### config.mk
export PLATFORM = sky130hd
export DESIGN_NAME = handshake_demux_buf_flat
export DESIGN_NICKNAME = d
export VERILOG_FILES = /design/src/rtl/handshake_demux_buf_if.sv /design/src/rtl/handshake_demux_buf.sv /design/src/flat_wrapper.sv
export SDC_FILE = /design/constraint.sdc
export NUM_CORES = 1
export LEC_CHECK = 0
export CAP_MARGIN = 20
export CORE_AREA = 2 2 128 161
export DETAILED_ROUTE_END_ITERATION = 8
export DIE_AREA = 0 0 130 163
export PLACE_DENSITY_LB_ADDON = 0.08
export RECOVER_POWER = 50
export SLEW_MARGIN = 40
export SYNTH_ARGS = -nofsm -noshare
export SYNTH_HDL_FRONTEND = slang
export SYNTH_SLANG_ARGS = --single-unit
### constraint.sdc
create_clock -name clk -period 5.5 [get_ports clk]
set_clock_uncertainty 0.05 [all_clocks]
set_input_delay 0.825 -clock clk [delete_from_list [all_inputs] [get_ports clk]]
set_output_delay 0.825 -clock clk [all_outputs]
set_load 0.05 [all_outputs]
### src/rtl/handshake_demux_buf_if.sv
// Handshake bundle for handshake_demux_buf: selector, data input and NUM_OUT
// buffered outputs. The bench drives the master side, the demux takes the slave side.
interface handshake_demux_buf_if #(
  parameter int unsigned WIDTH   = 32,
  parameter int unsigned NUM_OUT = 4
);
  localparam int unsigned SEL_WIDTH = $clog2(NUM_OUT);

  logic                     sel_valid;
  logic                     sel_ready;
  logic [SEL_WIDTH-1:0]     sel_data;
  logic                     in_valid;
  logic                     in_ready;
  logic [WIDTH-1:0]         in_data;
  logic [NUM_OUT-1:0]       out_valid;
  logic [NUM_OUT-1:0]       out_ready;
  logic [NUM_OUT*WIDTH-1:0] out_data;
  logic                     oob_err;

  modport master (
    output sel_valid, sel_data, in_valid, in_data, out_ready,
    input  sel_ready, in_ready, out_valid, out_data, oob_err
  );

  modport slave (
    input  sel_valid, sel_data, in_valid, in_data, out_ready,
    output sel_ready, in_ready, out_valid, out_data, oob_err
  );
endinterface

### src/rtl/handshake_demux_buf.sv
// N-way handshake branch: a selector/data token pair is routed into the chosen output's
// private FIFO. Optional drop of out-of-range selectors via HANDSHAKE_DEMUX_OOB_DROP_EN.
module handshake_demux_buf #(
  parameter int unsigned WIDTH   = 32,
  parameter int unsigned NUM_OUT = 4,
  parameter int unsigned DEPTH   = 2
) (
  input  logic                 clk,
  input  logic                 rst,
  handshake_demux_buf_if.slave bus
);
  localparam int unsigned SEL_WIDTH = $clog2(NUM_OUT);
  localparam int unsigned CNT_W     = $clog2(DEPTH + 1);
  localparam int unsigned PTR_W     = (DEPTH > 1) ? $clog2(DEPTH) : 1;

  logic [CNT_W-1:0]   count  [NUM_OUT];
  logic [PTR_W-1:0]   wr_ptr [NUM_OUT];
  logic [PTR_W-1:0]   rd_ptr [NUM_OUT];
  logic [WIDTH-1:0]   mem    [NUM_OUT][DEPTH];
  logic [NUM_OUT-1:0] full;
  logic [NUM_OUT-1:0] push;
  logic [NUM_OUT-1:0] pop;
  logic               in_range;
  logic               sel_full;
  logic               fire;
  logic               accept;

  // Pointer increment with explicit wrap so non-power-of-2 depths work.
  function automatic logic [PTR_W-1:0] ptr_inc(input logic [PTR_W-1:0] p);
    if (p == PTR_W'(DEPTH - 1)) return '0;
    return p + PTR_W'(1);
  endfunction

  always_comb begin
    full = '0;
    for (int i = 0; i < NUM_OUT; i++) begin
      full[i] = (count[i] == CNT_W'(DEPTH));
    end
  end

  // Fire decision; a full target never accepts, even when it pops this cycle.
  always_comb begin
    in_range = ({1'b0, bus.sel_data} < (SEL_WIDTH + 1)'(NUM_OUT));
    sel_full = 1'b0;
    for (int i = 0; i < NUM_OUT; i++) begin
      if (bus.sel_data == SEL_WIDTH'(i)) sel_full = full[i];
    end
    fire = !rst && bus.sel_valid && bus.in_valid && in_range && !sel_full;
    push = '0;
    pop  = '0;
    for (int i = 0; i < NUM_OUT; i++) begin
      push[i] = fire && (bus.sel_data == SEL_WIDTH'(i));
      pop[i]  = (count[i] != '0) && bus.out_ready[i];
    end
  end

`ifdef HANDSHAKE_DEMUX_OOB_DROP_EN
  logic drop;
  logic oob_err_q;

  assign drop   = !rst && bus.sel_valid && bus.in_valid && !in_range;
  assign accept = fire || drop;

  always_ff @(posedge clk or posedge rst) begin
    if (rst)       oob_err_q <= 1'b0;
    else if (drop) oob_err_q <= 1'b1;
  end

  assign bus.oob_err = oob_err_q;
`else
  assign accept      = fire;
  assign bus.oob_err = 1'b0;
`endif

  assign bus.sel_ready = accept;
  assign bus.in_ready  = accept;

  always_ff @(posedge clk or posedge rst) begin
    if (rst) begin
      for (int i = 0; i < NUM_OUT; i++) begin
        count[i]  <= '0;
        wr_ptr[i] <= '0;
        rd_ptr[i] <= '0;
      end
    end else begin
      for (int i = 0; i < NUM_OUT; i++) begin
        if (push[i]) wr_ptr[i] <= ptr_inc(wr_ptr[i]);
        if (pop[i])  rd_ptr[i] <= ptr_inc(rd_ptr[i]);
        if (push[i] && !pop[i])      count[i] <= count[i] + CNT_W'(1);
        else if (pop[i] && !push[i]) count[i] <= count[i] - CNT_W'(1);
      end
    end
  end

  // Storage is intentionally not reset; out_data is don't-care while out_valid is low.
  always_ff @(posedge clk) begin
    for (int i = 0; i < NUM_OUT; i++) begin
      for (int j = 0; j < DEPTH; j++) begin
        if (push[i] && (wr_ptr[i] == PTR_W'(j))) mem[i][j] <= bus.in_data;
      end
    end
  end

  always_comb begin
    bus.out_valid = '0;
    bus.out_data  = '0;
    for (int i = 0; i < NUM_OUT; i++) begin
      bus.out_valid[i] = (count[i] != '0);
      for (int j = 0; j < DEPTH; j++) begin
        if (rd_ptr[i] == PTR_W'(j)) bus.out_data[i*WIDTH +: WIDTH] = mem[i][j];
      end
    end
  end
endmodule

### src/flat_wrapper.sv
// flat-port wrapper written by rule: the top's interface ports become plain ports
module handshake_demux_buf_flat 
#(
  parameter int unsigned WIDTH   = 32,
  parameter int unsigned NUM_OUT = 4,
  parameter int unsigned DEPTH   = 2
)
  (clk, rst, bus_sel_valid, bus_sel_data, bus_in_valid, bus_in_data, bus_out_ready, bus_sel_ready, bus_in_ready, bus_out_valid, bus_out_data, bus_oob_err);
  handshake_demux_buf_if #(.WIDTH(WIDTH), .NUM_OUT(NUM_OUT)) bus_i ();
  input  logic clk;
  input  logic rst;
  input wire logic [$bits(bus_i.sel_valid)-1:0] bus_sel_valid;
  input wire logic [$bits(bus_i.sel_data)-1:0] bus_sel_data;
  input wire logic [$bits(bus_i.in_valid)-1:0] bus_in_valid;
  input wire logic [$bits(bus_i.in_data)-1:0] bus_in_data;
  input wire logic [$bits(bus_i.out_ready)-1:0] bus_out_ready;
  output wire logic [$bits(bus_i.sel_ready)-1:0] bus_sel_ready;
  output wire logic [$bits(bus_i.in_ready)-1:0] bus_in_ready;
  output wire logic [$bits(bus_i.out_valid)-1:0] bus_out_valid;
  output wire logic [$bits(bus_i.out_data)-1:0] bus_out_data;
  output wire logic [$bits(bus_i.oob_err)-1:0] bus_oob_err;
  assign bus_i.sel_valid = bus_sel_valid;
  assign bus_i.sel_data = bus_sel_data;
  assign bus_i.in_valid = bus_in_valid;
  assign bus_i.in_data = bus_in_data;
  assign bus_i.out_ready = bus_out_ready;
  assign bus_sel_ready = bus_i.sel_ready;
  assign bus_in_ready = bus_i.in_ready;
  assign bus_out_valid = bus_i.out_valid;
  assign bus_out_data = bus_i.out_data;
  assign bus_oob_err = bus_i.oob_err;
  handshake_demux_buf #(.WIDTH(WIDTH), .NUM_OUT(NUM_OUT), .DEPTH(DEPTH)) u_core (.clk(clk), .rst(rst), .bus(bus_i));
endmodule
==> results.sh, run 1 <==
export IMPL_min_path_cells=1
export IMPL_pre_cts_ws_ns=1.50
export IMPL_finalCritPeriodShare_pct=75.0
export IMPL_status="finished, violations left"
export IMPL_tightest_slew_ns=1.74
export IMPL_gp_congestion=0.730
export IMPL_critPathBufInv=1
export IMPL_area_delta_synth_final_pct=29.3
export IMPL_yosysUniqueCellTypes=24
export IMPL_fin_tns_setup_ns=0
export IMPL_grt_max_degree=34
export IMPL_synthCells=478
export IMPL_dr_pass1_iters=4
export IMPL_row_count=58
export IMPL_cts_resized=0
export IMPL_drt_initial_drc_count=293
export IMPL_cp_cell_sequence="mux2_2 -> clkdlybuf4s50_1"
export IMPL_io_pins=177
export IMPL_maxSlewViolCount=34
export IMPL_start_util_pct=50.8
export IMPL_r2r_setup_slack_ns=2.52
export IMPL_synth_seq_cells=272
export IMPL_port_buffers=175
export IMPL_h_tree_depth=1
export IMPL_arrival_ns=3.25
export IMPL_critPathMaxStageDelay_ns=1.51
export IMPL_critPathSlowestCell="dfrtp_1"
export IMPL_critPathMaxFanout=33
export IMPL_cts_tree="built"
export IMPL_end_kind="output port"
export IMPL_finalSetupViolCount=0
export IMPL_ir_worst_vdd_mv=0.367
export IMPL_power_density_nw_per_um2=504
export IMPL_cp_required_ns=4.62
export IMPL_critical_path_class="reg -> out"
export IMPL_die_area_um2=21200
export IMPL_viasPerCell=5.16
export IMPL_drc_errors=0
export IMPL_rsz0062_at_grt="false"
export IMPL_synth_top_cell_area_share_pct=76.4
export IMPL_ys_warn_count=0
export IMPL_path_clk_slew_ns=0.07
export IMPL_cts_hold_buf=0
export IMPL_numCtsBuffers=25
export IMPL_cts_max_path_buffers=3
export IMPL_routed_wl_um=20100
export IMPL_core_area_um2=19800
export IMPL_grt_overflow=0
export IMPL_startpoint_type="flip-flop"
export IMPL_critical_path_top_delay_family="flip-flops"
export IMPL_synth_nets=524
export IMPL_reg2reg_depth=5
export IMPL_worstReg2RegStart="u_core.count[5]"
export IMPL_max_freq_mhz=242
export IMPL_finalCriticalPeriod_ns=4.12
export IMPL_hold_path_class="reg -> reg"
export IMPL_via_count=4933
export IMPL_holdPathEnd="u_core.count[3]"
export IMPL_clk_latency_ns=0.51
export IMPL_crit_cells=2
export IMPL_reg2reg_to="u_core.mem[1][60]"
export IMPL_drive_above_1_share_pct=25.9
export IMPL_min_from="u_core.count[3]"
export IMPL_synth_top_area_cell="edfxtp_1"
export IMPL_postLayoutSetupSlackWorst_ns=1.38
export IMPL_clkSinkCount=272
export IMPL_die_y_um=163
export IMPL_violations="max-capacitance violations, max-slew violations"
export IMPL_relSlewSlack_pct=-15.9
export IMPL_wl_per_cell_um=21.0
export IMPL_hold_viol_final=0
export IMPL_cap_violations=1
export IMPL_ys_seq_area_share_pct=80.4
export IMPL_die_w_um=130
export IMPL_root_buffer="clkbuf_16"
export IMPL_n_antenna_cell=0
export IMPL_p_leak_nw=4.34
export IMPL_final_nets=715
export IMPL_avgSynthCellArea_um2=21.0
export IMPL_hpwl_um=12600
export IMPL_postCtsSetupBuffers=0
export IMPL_antenna_left=0
export IMPL_synth_area_leaders="edfxtp_1 76%, mux2_2 14%, dfrtp_1 4.0%"
export IMPL_antenna_found_initial=0
export IMPL_grt_pass1_vias=5195
export IMPL_grtUsageTotal_pct=18.9
export IMPL_grt_pass1_wl_um=29800
export IMPL_syn_area_um2=10100
==> sequential cells by signal, summed over array words and instances (netlist names) <==
| name | flops |
|---|---|
| u_core.count | 8 |
| u_core.mem | 256 |
| u_core.wr_ptr | 4 |
| u_core.rd_ptr | 4 |
==> layer usage <==
layer / share of wire (%) / GRT usage, % / wire (um) / vias to the layer above
met5: 0 / 0 / 0 / -
met4: 1.5 / 3.96 / 291 / 0
met3: 4.9 / 3.65 / 986 / 26
met2: 53 / 34.2 / 10700 / 139
met1: 40 / 23.7 / 8110 / 2526
li1: - / - / - / 2242
==> cells in the mapped netlist <==
master    number
xnor2_1        8
and4b_1        1
nand2_1        5
buf_4          2
mux2_2       128
inv_1          1
conb_1         1
and2_1         4
or2_2          4
nor3_1         1
nor2_1         5
clkbuf_1      16
or4_1          1
nor4b_2        2
nor2b_1        5
ha_1           4
dfrtp_1       16
xor2_1        12
nor4bb_1       2
nor4_2         1
edfxtp_1     256
nand3b_1       1
a21oi_1        1
nor4_1         1
==> cell usage in the layout (no fill, tap or decap), types with 3 or more instances in the layout <==
master           count
clkinv_2             3
nor2_1               5
mux2_2             128
clkdlybuf4s50_1    138
or2_2                4
xor2_1              12
clkinv_1             6
nor2b_1              4
ha_1                 4
clkbuf_16           25
edfxtp_1           256
dfrtp_4              3
xnor2_1              8
and2_4               4
clkbuf_1             7
nand2_1              5
dfrtp_1             13
dlygate4sd3_1       37
bufinv_16            4
buf_16               3
==> how the worst max path moves through the flow <==
stage                                 from                 to
after floorplan                        rst  u_core.mem[3][32]
after global placement     bus_sel_data[1]      bus_sel_ready
after detailed placement   bus_sel_data[1]       bus_in_ready
after CTS                  bus_sel_data[1]       bus_in_ready
after global routing      u_core.rd_ptr[0]  bus_out_data[115]
final                     u_core.rd_ptr[0]  bus_out_data[105]
==> logic make-up (layout without fill, tap and decap cells) <==
kind of cell | Yosys count | count (layout) | synth area share (%)
AO/OA/AOI/OAI | 1 | 1 | 0.0497
XOR/XNOR | 20 | 20 | 1.74
adder cells (fa/ha/maj) | 4 | 4 | 0.498
buffers and inverters | 19 | 227 | 0.784
flip-flops | 272 | 272 | 80.4
multiplexers | 128 | 128 | 14.3
other | 1 | 1 | 0.0373
AND/OR/NAND/NOR | 33 | 33 | 2.16
==> final cells by class <==
type                       count  area [um2]
multi-input combinational    187        1890
tap                          270         338
inverter                       1        3.75
sequential                   272        8100
clock buffer                  29         641
clock inverter                15         174
timing repair buffer         182        1860
fill                        1369        6800
==> report_power, final <==
part           switching (mW)  internal (mW)  total (mW)
Combinational            1.30          0.876        2.18
Clock                   0.701           1.02        1.72
Sequential              0.287           2.37        2.66
==> per-stage QoR <==
stage	std cells	hold slack [ns]	util (%)	instance area [um2]	total power, mW
global placement	907	0.420	61.2	12100	4.88
finish	956	0.435	65.7	13000	6.55
floorplan	478	0.397	-	10100	4.16
detailed placement	912	0.424	61.8	12300	4.90
global route	956	0.459	65.7	13000	6.78
CTS	956	0.438	66.0	13100	6.63
Note: power is estimated with default switching activity, not from simulation.
==> run 2: changes to the inputs <==
--- a/config.mk
+++ b/config.mk
@@ -6,9 +6,9 @@
 export NUM_CORES = 1
 export LEC_CHECK = 0
 export CAP_MARGIN = 20
-export CORE_AREA = 2 2 128 161
+export CORE_AREA = 2 2 134 169
 export DETAILED_ROUTE_END_ITERATION = 8
-export DIE_AREA = 0 0 130 163
+export DIE_AREA = 0 0 136 171
 export PLACE_DENSITY_LB_ADDON = 0.08
 export RECOVER_POWER = 50
 export SLEW_MARGIN = 40
==> constraint.sdc (replaced) <==
create_clock -name clk -period 3.5 [get_ports clk]
set_clock_uncertainty 0.05 [all_clocks]
set_input_delay 0.525 -clock clk [delete_from_list [all_inputs] [get_ports clk]]
set_output_delay 0.525 -clock clk [all_outputs]
set_load 0.05 [all_outputs]
==> results.sh, run 2 (synthesis results as in run 1) <==
export IMPL_cp_required_ns=2.92
export IMPL_top_register="u_core.mem"
export IMPL_drive_above_1_share_pct=28.2
export IMPL_critical_path_class="reg -> out"
export IMPL_cts_tree="built"
export IMPL_port_buffers=175
export IMPL_numCtsBuffers=26
export IMPL_final_common_cell="edfxtp_1"
export IMPL_cts_resized=0
export IMPL_grt_pass1_wl_um=30700
export IMPL_tightest_slew_ns=1.02
export IMPL_rsz0062_at_grt="false"
export IMPL_antenna_left=0
export IMPL_antenna_found_initial=1
export IMPL_worstReg2RegStart="u_core.count[5]"
export IMPL_status="completed"
export IMPL_dr_pass1_iters=4
export IMPL_max_freq_mhz=309
export IMPL_fillers=1623
export IMPL_clkSinkCount=272
export IMPL_finalSetupViolCount=0
export IMPL_hold_viol_final=0
export IMPL_finalCritPeriodShare_pct=92.4
export IMPL_final_cells=981
export IMPL_startpoint_type="flip-flop"
export IMPL_drc_errors=0
export IMPL_multi_input_comb_area_um2=1900
export IMPL_p_clk_share_pct=25.2
export IMPL_via_count=4962
export IMPL_dp_cells=937
export IMPL_root_buffer="clkbuf_16"
export IMPL_final_nets=728
export IMPL_seqPwrFrac_pct=38.5
export IMPL_cp_startpoint="u_core.rd_ptr[3]"
export IMPL_netSwitchingPower_mw=3.65
export IMPL_mostFrequentLayoutCells="256 x edfxtp_1, 140 x clkdlybuf4s50_1, 128 x mux2_2"
export IMPL_reg_top3="u_core.mem (256), u_core.count (8)"
export IMPL_path_clk_slew_ns=0.06
export IMPL_switching_share_pct=35.5
export IMPL_die_area_um2=23300
export IMPL_maxSlewViolCount=0
export IMPL_grtUsageTotal_pct=17.9
export IMPL_min_from="u_core.count[3]"
export IMPL_clk_latency_ns=0.51
export IMPL_combPwrFrac_pct=36.3
export IMPL_grt_overflow=0
export IMPL_end_kind="output port"
export IMPL_ir_worst_vdd_mv=0.482
export IMPL_postCtsSetupBuffers=0
export IMPL_regArea_um2=8090
export IMPL_power_density_nw_per_um2=787
export IMPL_p_int_mw=6.63
export IMPL_hpwl_um=13500
export IMPL_cap_violations=0
export IMPL_wl_per_cell_um=21.2
export IMPL_gp_congestion=0.800
export IMPL_largest_reg_flops=256
export IMPL_area_delta_synth_final_pct=30.0
export IMPL_grt_max_degree=33
export IMPL_core_area_um2=21800
export IMPL_relSlewSlack_pct=31.2
export IMPL_die_w_um=136
export IMPL_routed_wl_um=20800
export IMPL_arrival_ns=2.66
export IMPL_hold_path_class="reg -> reg"
export IMPL_fin_tns_setup_ns=0
export IMPL_critPathMaxFanout=23
export IMPL_p_leak_nw=4.38
export IMPL_n_antenna_cell=0
export IMPL_start_util_pct=46.1
export IMPL_cts_hold_buf=0
export IMPL_drt_initial_drc_count=317
export IMPL_grt_pass1_vias=5148
export IMPL_io_pins=177
export IMPL_h_tree_depth=1
export IMPL_cts_max_path_buffers=3
export IMPL_fin_area_um2=13100
export IMPL_viasPerCell=5.06
export IMPL_row_count=61
export IMPL_die_y_um=171
export IMPL_placed_area_um2=12300
export IMPL_finalCriticalPeriod_ns=3.23
==> run 2: critical path: stages, from the launching register on <==
cell and delay [ns]:
dfrtp_1 0.78, buf_12 0.29, mux2_2 0.36, clkdlybuf4s50_1 0.71
==> run 2: worst paths after layout <==
| kind | endpoint | slack, ns | cells after the start |
|---|---|---|---|
| max reg2reg | u_core.mem[1][14] | 1.04 | 4 |
| min reg2reg | u_core.count[3] | 0.44 | 1 |
| min in group asynchronous | u_core.count[6] | 0.49 | 2 |
| min | u_core.count[3] | 0.44 | 1 |
| max in group asynchronous | u_core.rd_ptr[0] | 2.46 | 2 |
| max | bus_out_data[31] | 0.27 | 3 |
==> run 2: cell type report <==
| cell class | instances | area share (%) |
|---|---|---|
| sequential | 272 | 61.9 |
| multi-input combinational | 187 | 14.5 |
| clock inverter | 14 | 0.775 |
| tap | 283 | 2.71 |
| inverter | 1 | 0.0287 |
| timing repair buffer | 194 | 14.8 |
| clock buffer | 30 | 5.25 |
==> run 2: metrics by stage <==
stage / hold slack (ns) / utilization [%] / total power [mW] / worst slack [ns]
2_1_floorplan: 0.389 / - / 6.54 / 0.297
3_5_place_dp: 0.427 / 56.5 / 7.82 / 0.584
4_1_cts: 0.396 / 60.1 / 10.4 / 0.331
5_1_grt: 0.456 / 59.9 / 10.7 / 0.170
3_3_place_gp: 0.417 / 56.5 / 7.80 / 0.630
6_report: 0.440 / 59.9 / 10.3 / 0.266
==> run 2: layer usage <==
| metal | up-vias | global-route usage (%) | wire (um) |
|---|---|---|---|
| met3 | 25 | 3.23 | 1200 |
| met4 | 0 | 4.39 | 344 |
| met2 | 152 | 31.1 | 10600 |
| met1 | 2525 | 23.2 | 8690 |
| li1 | 2260 | - | - |
| met5 | - | 0 | 0 |
==> run 2: power by group through the flow <==
stage                     registers (mW)  logic, mW  clock network [mW]
after floorplan                     3.85       2.68                   0
after global placement              4.03       3.78                   0
after detailed placement            4.03       3.79                   0
after CTS                           3.97       3.81                2.66
after global routing                3.98       3.89                2.78
final                               3.96       3.74                2.59
==> run 3: changes to the inputs <==
--- a/config.mk
+++ b/config.mk
@@ -5,7 +5,6 @@
 export SDC_FILE = /design/constraint.sdc
 export NUM_CORES = 1
 export LEC_CHECK = 0
-export CAP_MARGIN = 20
 export CORE_AREA = 2 2 134 169
 export DETAILED_ROUTE_END_ITERATION = 8
 export DIE_AREA = 0 0 136 171
==> results of run 3 <==
Final layout, timing and power as in run 2 (identical DEF).
